<file path="src/rtl/south_rdata.sv">
// AXI4 R-channel receiver: buffers one transfer's R beats in a FWFT FIFO and streams them to GTP TX.
// Latency: an accepted beat appears on gdma2gtp one cycle later; rready drops whenever the FIFO is full.

module south_rdata_fifo #(
  parameter int W     = 33,
  parameter int DEPTH = 16,
  parameter int AW    = 4
) (
  input  logic         clk,
  input  logic         rst,
  input  logic         push,
  input  logic [W-1:0] push_dat,
  input  logic         pop,
  output logic [W-1:0] pop_dat,
  output logic         full,
  output logic         empty
);
  logic [W-1:0]  mem [DEPTH];
  logic [AW-1:0] wr_ptr;
  logic [AW-1:0] rd_ptr;
  logic [AW:0]   count;
  logic          do_push;
  logic          do_pop;

  // A push is refused while full even if a pop happens in the same cycle.
  assign do_push = push && !full;
  assign do_pop  = pop && !empty;
  assign pop_dat = mem[rd_ptr];

  always_ff @(posedge clk) begin
    if (do_push) mem[wr_ptr] <= push_dat;
  end

  always_ff @(posedge clk) begin
    if (rst) begin
      wr_ptr <= '0;
      rd_ptr <= '0;
      count  <= '0;
      full   <= 1'b0;
      empty  <= 1'b1;
    end else begin
      if (do_push) wr_ptr <= wr_ptr + 1'b1;
      if (do_pop)  rd_ptr <= rd_ptr + 1'b1;
      case ({do_push, do_pop})
        2'b10: begin
          count <= count + 1'b1;
          empty <= 1'b0;
          full  <= (count == (AW+1)'(DEPTH-1));
        end
        2'b01: begin
          count <= count - 1'b1;
          full  <= 1'b0;
          empty <= (count == (AW+1)'(1));
        end
        default: ;
      endcase
    end
  end
endmodule

module south_rdata #(
  parameter int FIFO_DEPTH = 16,
  parameter int FIFO_AW    = 4
) (
  input  logic        clk,
  input  logic        rst,
  input  logic [48:0] start_addr,
  input  logic [31:0] length,
  input  logic        op_start,
  input  logic        gdma_addr_done,
  output logic        gdma_done,
  input  logic [31:0] gdma_ddr_rdata,
  input  logic [1:0]  gdma_ddr_rresp,
  input  logic        gdma_ddr_rlast,
  input  logic        gdma_ddr_rvalid,
  output logic        gdma_ddr_rready,
  output logic [31:0] gdma2gtp_tdata,
  output logic        gdma2gtp_tlast,
  output logic        gdma2gtp_tvalid,
  input  logic        gdma2gtp_tready,
  output logic        rd_err,
  output logic        rlast_err
);
  typedef enum logic [1:0] {IDLE, RUN, DRAIN} state_t;

  state_t      state;
  state_t      state_nxt;
  logic [46:0] raddr_cnt;
  logic [7:0]  burst_cnt;
  logic [29:0] beat_cnt;
  logic [29:0] last_beat;
  logic        accept;
  logic        start;
  logic        k4_last;
  logic        burst_last;
  logic        data_last;
  logic        exp_rlast;
  logic        fifo_full;
  logic        fifo_empty;
  logic [32:0] head;
  logic        unused_lsbs;

  assign unused_lsbs = ^{start_addr[1:0], length[1:0]};

  assign start           = (state == IDLE) && op_start;
  assign gdma_ddr_rready = (state == RUN) && !fifo_full;
  assign accept          = gdma_ddr_rvalid && gdma_ddr_rready;

  assign k4_last    = (raddr_cnt[9:0] == 10'h3FF);
  assign burst_last = (burst_cnt == 8'hFF);
  assign data_last  = (beat_cnt == last_beat);
  assign exp_rlast  = k4_last || burst_last || data_last;

  south_rdata_fifo #(.W(33), .DEPTH(FIFO_DEPTH), .AW(FIFO_AW)) u_fifo (
    .clk      (clk),
    .rst      (rst),
    .push     (accept),
    .push_dat ({data_last, gdma_ddr_rdata}),
    .pop      (gdma2gtp_tvalid && gdma2gtp_tready),
    .pop_dat  (head),
    .full     (fifo_full),
    .empty    (fifo_empty)
  );

  assign gdma2gtp_tvalid = !fifo_empty;
  assign gdma2gtp_tdata  = head[31:0];
  assign gdma2gtp_tlast  = head[32] && !fifo_empty;

  always_ff @(posedge clk) begin
    if (rst) state <= IDLE;
    else     state <= state_nxt;
  end

  always_comb begin
    state_nxt = state;
    case (state)
      IDLE:    if (op_start) state_nxt = RUN;
      RUN:     if (accept && data_last) state_nxt = DRAIN;
      DRAIN:   if (fifo_empty && gdma_addr_done) state_nxt = IDLE;
      default: state_nxt = IDLE;
    endcase
  end

  always_ff @(posedge clk) begin
    if (rst) begin
      gdma_done <= 1'b1;
      rd_err    <= 1'b0;
      rlast_err <= 1'b0;
    end else if (start) begin
      gdma_done <= 1'b0;
      rd_err    <= 1'b0;
      rlast_err <= 1'b0;
    end else begin
      if (state == DRAIN && state_nxt == IDLE) gdma_done <= 1'b1;
      if (accept && (gdma_ddr_rlast != exp_rlast)) rlast_err <= 1'b1;
      if (accept && (gdma_ddr_rresp != 2'b00))     rd_err    <= 1'b1;
    end
  end

  // Transfer counters are only meaningful after a start, so they carry no reset.
  always_ff @(posedge clk) begin
    if (start) begin
      raddr_cnt <= start_addr[48:2];
      burst_cnt <= '0;
      beat_cnt  <= '0;
      last_beat <= length[31:2];
    end else if (accept) begin
      raddr_cnt <= raddr_cnt + 1'b1;
      beat_cnt  <= beat_cnt + 1'b1;
      burst_cnt <= (k4_last || burst_last) ? 8'h00 : burst_cnt + 1'b1;
    end
  end
endmodule

</file>
<file path="config.mk">
export PLATFORM = sky130hd
export DESIGN_NAME = south_rdata
export DESIGN_NICKNAME = d
export VERILOG_FILES = /design/src/rtl/south_rdata.sv
export SDC_FILE = /design/constraint.sdc
export NUM_CORES = 1
export LEC_CHECK = 0
export BUFFER_PORTS_ARGS = -buffer_cell sky130_fd_sc_hd__buf_4
export CAP_MARGIN = 20
export CORE_MARGIN = 2
export CORE_UTILIZATION = 35
export CTS_CLUSTER_DIAMETER = 200
export CTS_CLUSTER_SIZE = 25
export DETAILED_ROUTE_END_ITERATION = 8
export GPL_TIMING_DRIVEN = 0
export PLACE_DENSITY = 0.61
export RECOVER_POWER = 100
export SLEW_MARGIN = 30
export SYNTH_ARGS = -nofsm -noshare
export SYNTH_HDL_FRONTEND = slang
export SYNTH_SLANG_ARGS = --single-unit
</file>
<file path="constraint.sdc">
create_clock -name clk -period 6.2 [get_ports clk]
set_clock_uncertainty 0.15 [all_clocks]
set_input_delay 0.31 -clock clk [delete_from_list [all_inputs] [get_ports clk]]
set_output_delay 0.31 -clock clk [all_outputs]
set_load 0.02 [all_outputs]
</file>
==> results of run 1 <==
-- final cells by class --
class,instances,share of cell area
buffer,59,0.00859
clock buffer,37,0.0269
clock inverter,3,0.00160
inverter,12,0.00160
multi-input combinational,506,0.208
sequential,630,0.651
tap,931,0.0414
timing repair buffer,244,0.0613
-- power breakdown --
group	internal (W)	switching, W	total, W
combinational	0.000211	0.000250	0.000460
clock	0.000873	0.00127	0.00215
sequential	0.00466	0.0000255	0.00469
-- worst max-delay path by stage --
stage / endpoint / slack [ns] / depth (start not counted)
after floorplan: u_fifo.mem[0][0] / 1.91 / 5
after global placement: u_fifo.mem[1][14] / -1.42 / 5
after detailed placement: gdma2gtp_tdata[5] / 2.55 / 6
after CTS: gdma2gtp_tdata[28] / 1.86 / 6
after global routing: u_fifo.mem[4][6] / 1.13 / 7
final: u_fifo.mem[11][17] / 1.37 / 6
-- cell families (layout without fill, tap and decap cells) --
kind of cell	count (synthesis)	count (layout)	share of synthesized area
DFF	630	630	0.748
muxes	167	167	0.153
xor gates and xnor gates	75	75	0.0269
and+or+nand+nor	204	204	0.0425
buffers and inverters	71	355	0.0117
AOI/OAI and AO/OA	47	47	0.0110
adders and majority gates	13	13	0.00665
-- worst max-delay path, delay by kind of cell, from the launching register on --
kind	cells	cell delay (ns)
simple gates	3	1.58
buf+inv	3	2.31
flops	1	0.38
-- sequential cells by signal (all words and copies together), names as in the netlist, named ones only --
register and flops:
beat_cnt 30, u_fifo.count 5, last_beat 30, burst_cnt 8, state 2, u_fifo.wr_ptr 4
raddr_cnt 10, rd_err 1, u_fifo.full 1, u_fifo.mem 528, rlast_err 1, gdma_done 1
u_fifo.rd_ptr 4, u_fifo.empty 1
-- cell usage after synthesis, drive strengths merged (2+ instances only) --
cell	n	area, um2
and4	4	38.8
nor3	13	65.1
dfxtp	62	1240
nand4	14	118
a22oi	2	15.0
edfxtp	568	17100
or4	2	22.5
and3	8	50.1
buf	20	93.9
inv	11	41.3
and2	2	12.5
nor4	15	93.8
nor2	71	267
clkbuf	39	148
nand2b	4	25.0
nand2	40	150
or3	7	45.1
ha	13	163
mux4	165	3720
nand3	16	85.1
o21ai	17	85.1
xnor2	26	228
a21oi	18	90.1
xor2	49	429
mux2i	2	20.0
-- repair_timing --
item,in CTS,in global routing
endpoints found under the hold margin,557,0
hold buffers,77,0
setup buffers,0,0
-- routing by layer --
metal | vias to the layer above | wire length [um] | GRT usage
met4 | 6 | 1130 | 0.0269
li1 | 5398 | - | -
met2 | 326 | 25500 | 0.246
met5 | - | 41 | 0
met1 | 6535 | 23800 | 0.213
met3 | 67 | 2730 | 0.0187
-- per-stage QoR --
step	setup TNS (ns)	power, W
after floorplan	0	0.00504
after global routing	0	0.00754
after detailed placement	0	0.00525
after CTS	0	0.00740
final	0	0.00730
after global placement	-169.90	0.00523
==> flow_metrics.env, run 1 <==
export IMPL_grt_start_max_net_pins=30
export IMPL_postRouteAntennaNets=0
export IMPL_route_detailed_drc=0
export IMPL_grt_pass1_vias=12731
export IMPL_nFillCells=6170
export IMPL_netlist_instances=1207
export IMPL_drt_iter0_drc=1109
export IMPL_cts_sinks=630
export IMPL_antenna_found_initial=3
export IMPL_core_area_um2=68800
export IMPL_path_clk_slew_ns=0.10
export IMPL_reg2reg_to="u_fifo.mem[11][17]"
export IMPL_cap_violations=1
export IMPL_clock_fmax_mhz=207
export IMPL_diodes=0
export IMPL_hold_start="length[6]"
export IMPL_via_per_inst=5.09
export IMPL_via_count=12332
export IMPL_grt_pass1_wl_um=79700
export IMPL_die_width_um=268
export IMPL_worstSetupPathType="reg2reg"
export IMPL_crit_start="u_fifo.full"
export IMPL_slowest_stage="clkbuf_1"
export IMPL_fin_util=0.408
export IMPL_fin_ws_ns=1.37
export IMPL_cp_max_fo=14
export IMPL_gp_congestion=0.737
export IMPL_multi_input_area_um2=5830
export IMPL_min_period_ns=4.83
export IMPL_drive_gt1_frac=0.184
export IMPL_overflow=0
export IMPL_synth_seq_area_share=0.748
export IMPL_r2r_start="u_fifo.full"
export IMPL_rows=96
export IMPL_final_cell_mix="edfxtp_1, mux4_2, clkbuf_1"
export IMPL_syn_nets=1342
export IMPL_yosysWarnings=0
export IMPL_cp_end_kind="flip-flop"
export IMPL_p_per_area_nw_per_um2=260
export IMPL_htree_levels=1
export IMPL_required_ns=6.29
export IMPL_report_final_slew_viol_count=14
export IMPL_ys_ff_latch=630
export IMPL_regToRegSetupSlack_ns=1.37
export IMPL_start_kind="flip-flop"
export IMPL_insertion_delay_ns=0.62
export IMPL_instances_no_fill=2422
export IMPL_seq_area_um2=18300
export IMPL_grt_use_total=0.148
export IMPL_portBuffers=118
export IMPL_finalHoldWorstSlack_ns=0.266
export IMPL_place_ws_ns=2.55
export IMPL_tritoncts="built"
export IMPL_synth_area_um2=24400
export IMPL_root_buffer="clkbuf_16"
export IMPL_cp_cell_sequence="and4bb_1 -> clkbuf_1 -> nand2_1 -> nor2_1 -> clkbuf_1 -> clkbuf_1"
export IMPL_dieHeight_um=268
export IMPL_post_dp_cell_area_um2=27500
export IMPL_syn_avg_cell_area_um2=20.3
export IMPL_clockBufferDepth=3
export IMPL_post_place_cells=2305
export IMPL_finalHoldViolations=0
export IMPL_dieArea_um2=72000
export IMPL_yosysUniqueCellTypes=53
export IMPL_synth_edf_count=568
export IMPL_drt_total_wl_um=53300
export IMPL_reg2regPathDepth=6
export IMPL_design_area_um2=28100
export IMPL_cts_resized=0
export IMPL_cpMostUsedCell="clkbuf_1"
export IMPL_dr_pass1_iters=5
export IMPL_syn2layout_area_growth_pct=15.0
export IMPL_final_nets=1617
export IMPL_final_common_cell="edfxtp_1"
export IMPL_start_util=0.355
export IMPL_tightest_slew_ns=1.67
export IMPL_status="finished, violations left"
export IMPL_max_stage_delay_ns=1.02
export IMPL_cp_arrival_ns=4.92
export IMPL_setup_viol_count_final=0
export IMPL_rsz0062_at_grt="false"
export IMPL_post_route_period_util=0.779
export IMPL_holdPathStages=2
export IMPL_dp_hpwl_um=35800
export IMPL_numCtsBuffers=29
export IMPL_drt_wirelength_per_cell_um=22.0
export IMPL_ys_flop_type="edfxtp_1"
export IMPL_violations="capacitance limit, slew limit"
export IMPL_async_reset_ff_frac=0
export IMPL_ir_worst_vdd_mv=0.205
export IMPL_relSlewSlack=-0.118
export IMPL_boundaryPins=160
export IMPL_p_leak_nw=8.52
export IMPL_hold_class="in2reg"
export IMPL_hold_end="last_beat[4]"
Note: power is estimated with default switching activity, not from simulation.
==> run 2: changes to the inputs <==
Clock period 6.2 ns to 5 ns, I/O delays scaled along.
==> run 2 against run 1 <==
Effect of this change: the run still ends with capacitance limit, slew limit left; fmax up 9.0%; clock-buffer cell count unchanged; via count about the same; global-route usage unchanged; sequential power up 24%; worst setup slack worse by 0.80 ns; sequential share of layout area down 0.36 points; critical path depth unchanged; routed wire length about the same; total power up 24%; first-iteration DRC count up 1.8%; core utilization up 0.23 points; critical endpoint is now u_fifo.mem[11][16]; largest power group unchanged.
==> flow_metrics.env, run 2 (synthesis gave the netlist of run 1 again) <==
export IMPL_min_period_ns=4.43
export IMPL_portBuffers=118
export IMPL_postRouteAntennaNets=0
export IMPL_post_dp_cell_area_um2=27500
export IMPL_hold_class="in2reg"
export IMPL_cap_violations=3
export IMPL_tightest_slew_ns=1.88
export IMPL_grt_use_total=0.148
export IMPL_via_count=12344
export IMPL_syn2layout_area_growth_pct=15.6
export IMPL_gp_congestion=0.737
export IMPL_cp_max_fo=14
export IMPL_required_ns=5.11
export IMPL_cp_arrival_ns=4.54
export IMPL_cts_resized=0
export IMPL_p_per_area_nw_per_um2=320
export IMPL_diodes=0
export IMPL_final_common_cell="edfxtp_1"
export IMPL_cp_end_kind="flip-flop"
export IMPL_design_area_um2=28300
export IMPL_post_cts_buffers=0
export IMPL_regMostFlops="u_fifo.mem"
export IMPL_core_area_um2=68800
export IMPL_start_util=0.355
export IMPL_final_nets=1617
export IMPL_finalHoldViolations=0
export IMPL_top_regs="u_fifo.mem (528), beat_cnt (30), last_beat (30)"
export IMPL_drt_iter0_drc=1129
export IMPL_ir_worst_vdd_mv=0.253
export IMPL_dp_hpwl_um=35800
export IMPL_p_leak_nw=8.60
export IMPL_route_detailed_drc=0
export IMPL_drt_wirelength_per_cell_um=22.0
export IMPL_overflow=0
export IMPL_grt_start_max_net_pins=30
export IMPL_dr_pass1_iters=5
export IMPL_tritoncts="built"
export IMPL_root_buffer="clkbuf_16"
export IMPL_final_cell_mix="edfxtp_1, mux4_2, clkbuf_1"
export IMPL_numCtsBuffers=29
export IMPL_setup_tns_ns=0
export IMPL_rsz0062_at_grt="false"
export IMPL_post_route_period_util=0.886
export IMPL_rows=96
export IMPL_report_final_slew_viol_count=35
export IMPL_clockBufferDepth=3
export IMPL_grt_pass1_vias=12731
export IMPL_die_width_um=268
export IMPL_status="finished, violations left"
export IMPL_drt_total_wl_um=53300
export IMPL_start_kind="flip-flop"
export IMPL_dieArea_um2=72000
export IMPL_violations="capacitance limit, slew limit"
export IMPL_path_clk_slew_ns=0.10
export IMPL_antenna_found_initial=3
export IMPL_setup_viol_count_final=0
export IMPL_cts_sinks=630
export IMPL_grt_pass1_wl_um=79700
export IMPL_via_per_inst=5.10
export IMPL_dieHeight_um=268
export IMPL_drive_gt1_frac=0.192
export IMPL_largest_register_ff_count=528
export IMPL_insertion_delay_ns=0.61
export IMPL_worstSetupPathType="reg2reg"
export IMPL_htree_levels=1
export IMPL_boundaryPins=160
export IMPL_clock_fmax_mhz=226
export IMPL_relSlewSlack=-0.259
## run 2: final cells by class
class                      count  area (um2)
clock buffer                  37         756
sequential                   630       18300
multi-input combinational    506        5830
clock inverter                 3        45.0
fill                        6154       40600
tap                          931        1160
inverter                      12        45.0
timing repair buffer         244        1880
buffer                        59         244
## run 2: timing repair
item | CTS | global route
endpoints found under the setup margin | 0 | 0
endpoints found under the hold margin | 557 | 0
hold buffers | 77 | 0
## run 2: per-stage QoR
step / std cells / hold slack (ns) / util / power, W / setup slack [ns]
2_1_floorplan: 1207 / 0.199 / - / 0.00625 / 0.708
3_3_place_gp: 2256 / 0.279 / 0.385 / 0.00649 / -2.62
3_5_place_dp: 2305 / 0.279 / 0.399 / 0.00651 / 1.40
4_1_cts: 2422 / 0.158 / 0.422 / 0.00917 / 0.718
5_1_grt: 2422 / 0.181 / 0.411 / 0.00935 / 0.313
6_report: 2422 / 0.209 / 0.411 / 0.00904 / 0.571
## run 2: worst max-delay path, stage by stage, from the launching register on
cell and delay (ns):
dfxtp_1 0.38, and4bb_1 0.35, clkbuf_1 0.45, nand2_1 0.31, nor2_1 0.94, clkbuf_1 0.83, clkbuf_2 0.64
## run 2: metal layers
layer,wire length (um),global-route usage,share of wire,vias up
met5,41,0,0.00077,-
met2,25700,0.246,0.48,335
met1,23900,0.213,0.45,6540
li1,-,-,-,5401
met4,1040,0.0269,0.020,6
met3,2590,0.0187,0.049,62
## run 2: final timing paths
kind / start / to / slack [ns] / cells after the start
hold / removal: length[6] / last_beat[4] / 0.21 / 2
hold reg to reg: burst_cnt[1] / burst_cnt[1] / 0.32 / 2
setup / recovery: u_fifo.full / u_fifo.mem[11][16] / 0.57 / 6
setup reg to reg: u_fifo.full / u_fifo.mem[11][16] / 0.57 / 6
## run 2: power by group
| group | internal (W) | switching, W | total [W] |
|---|---|---|---|
| sequential | 0.00578 | 0.0000317 | 0.00582 |
| clock | 0.00108 | 0.00157 | 0.00266 |
| combinational | 0.000262 | 0.000309 | 0.000572 |
| total | 0.00713 | 0.00191 | 0.00904 |
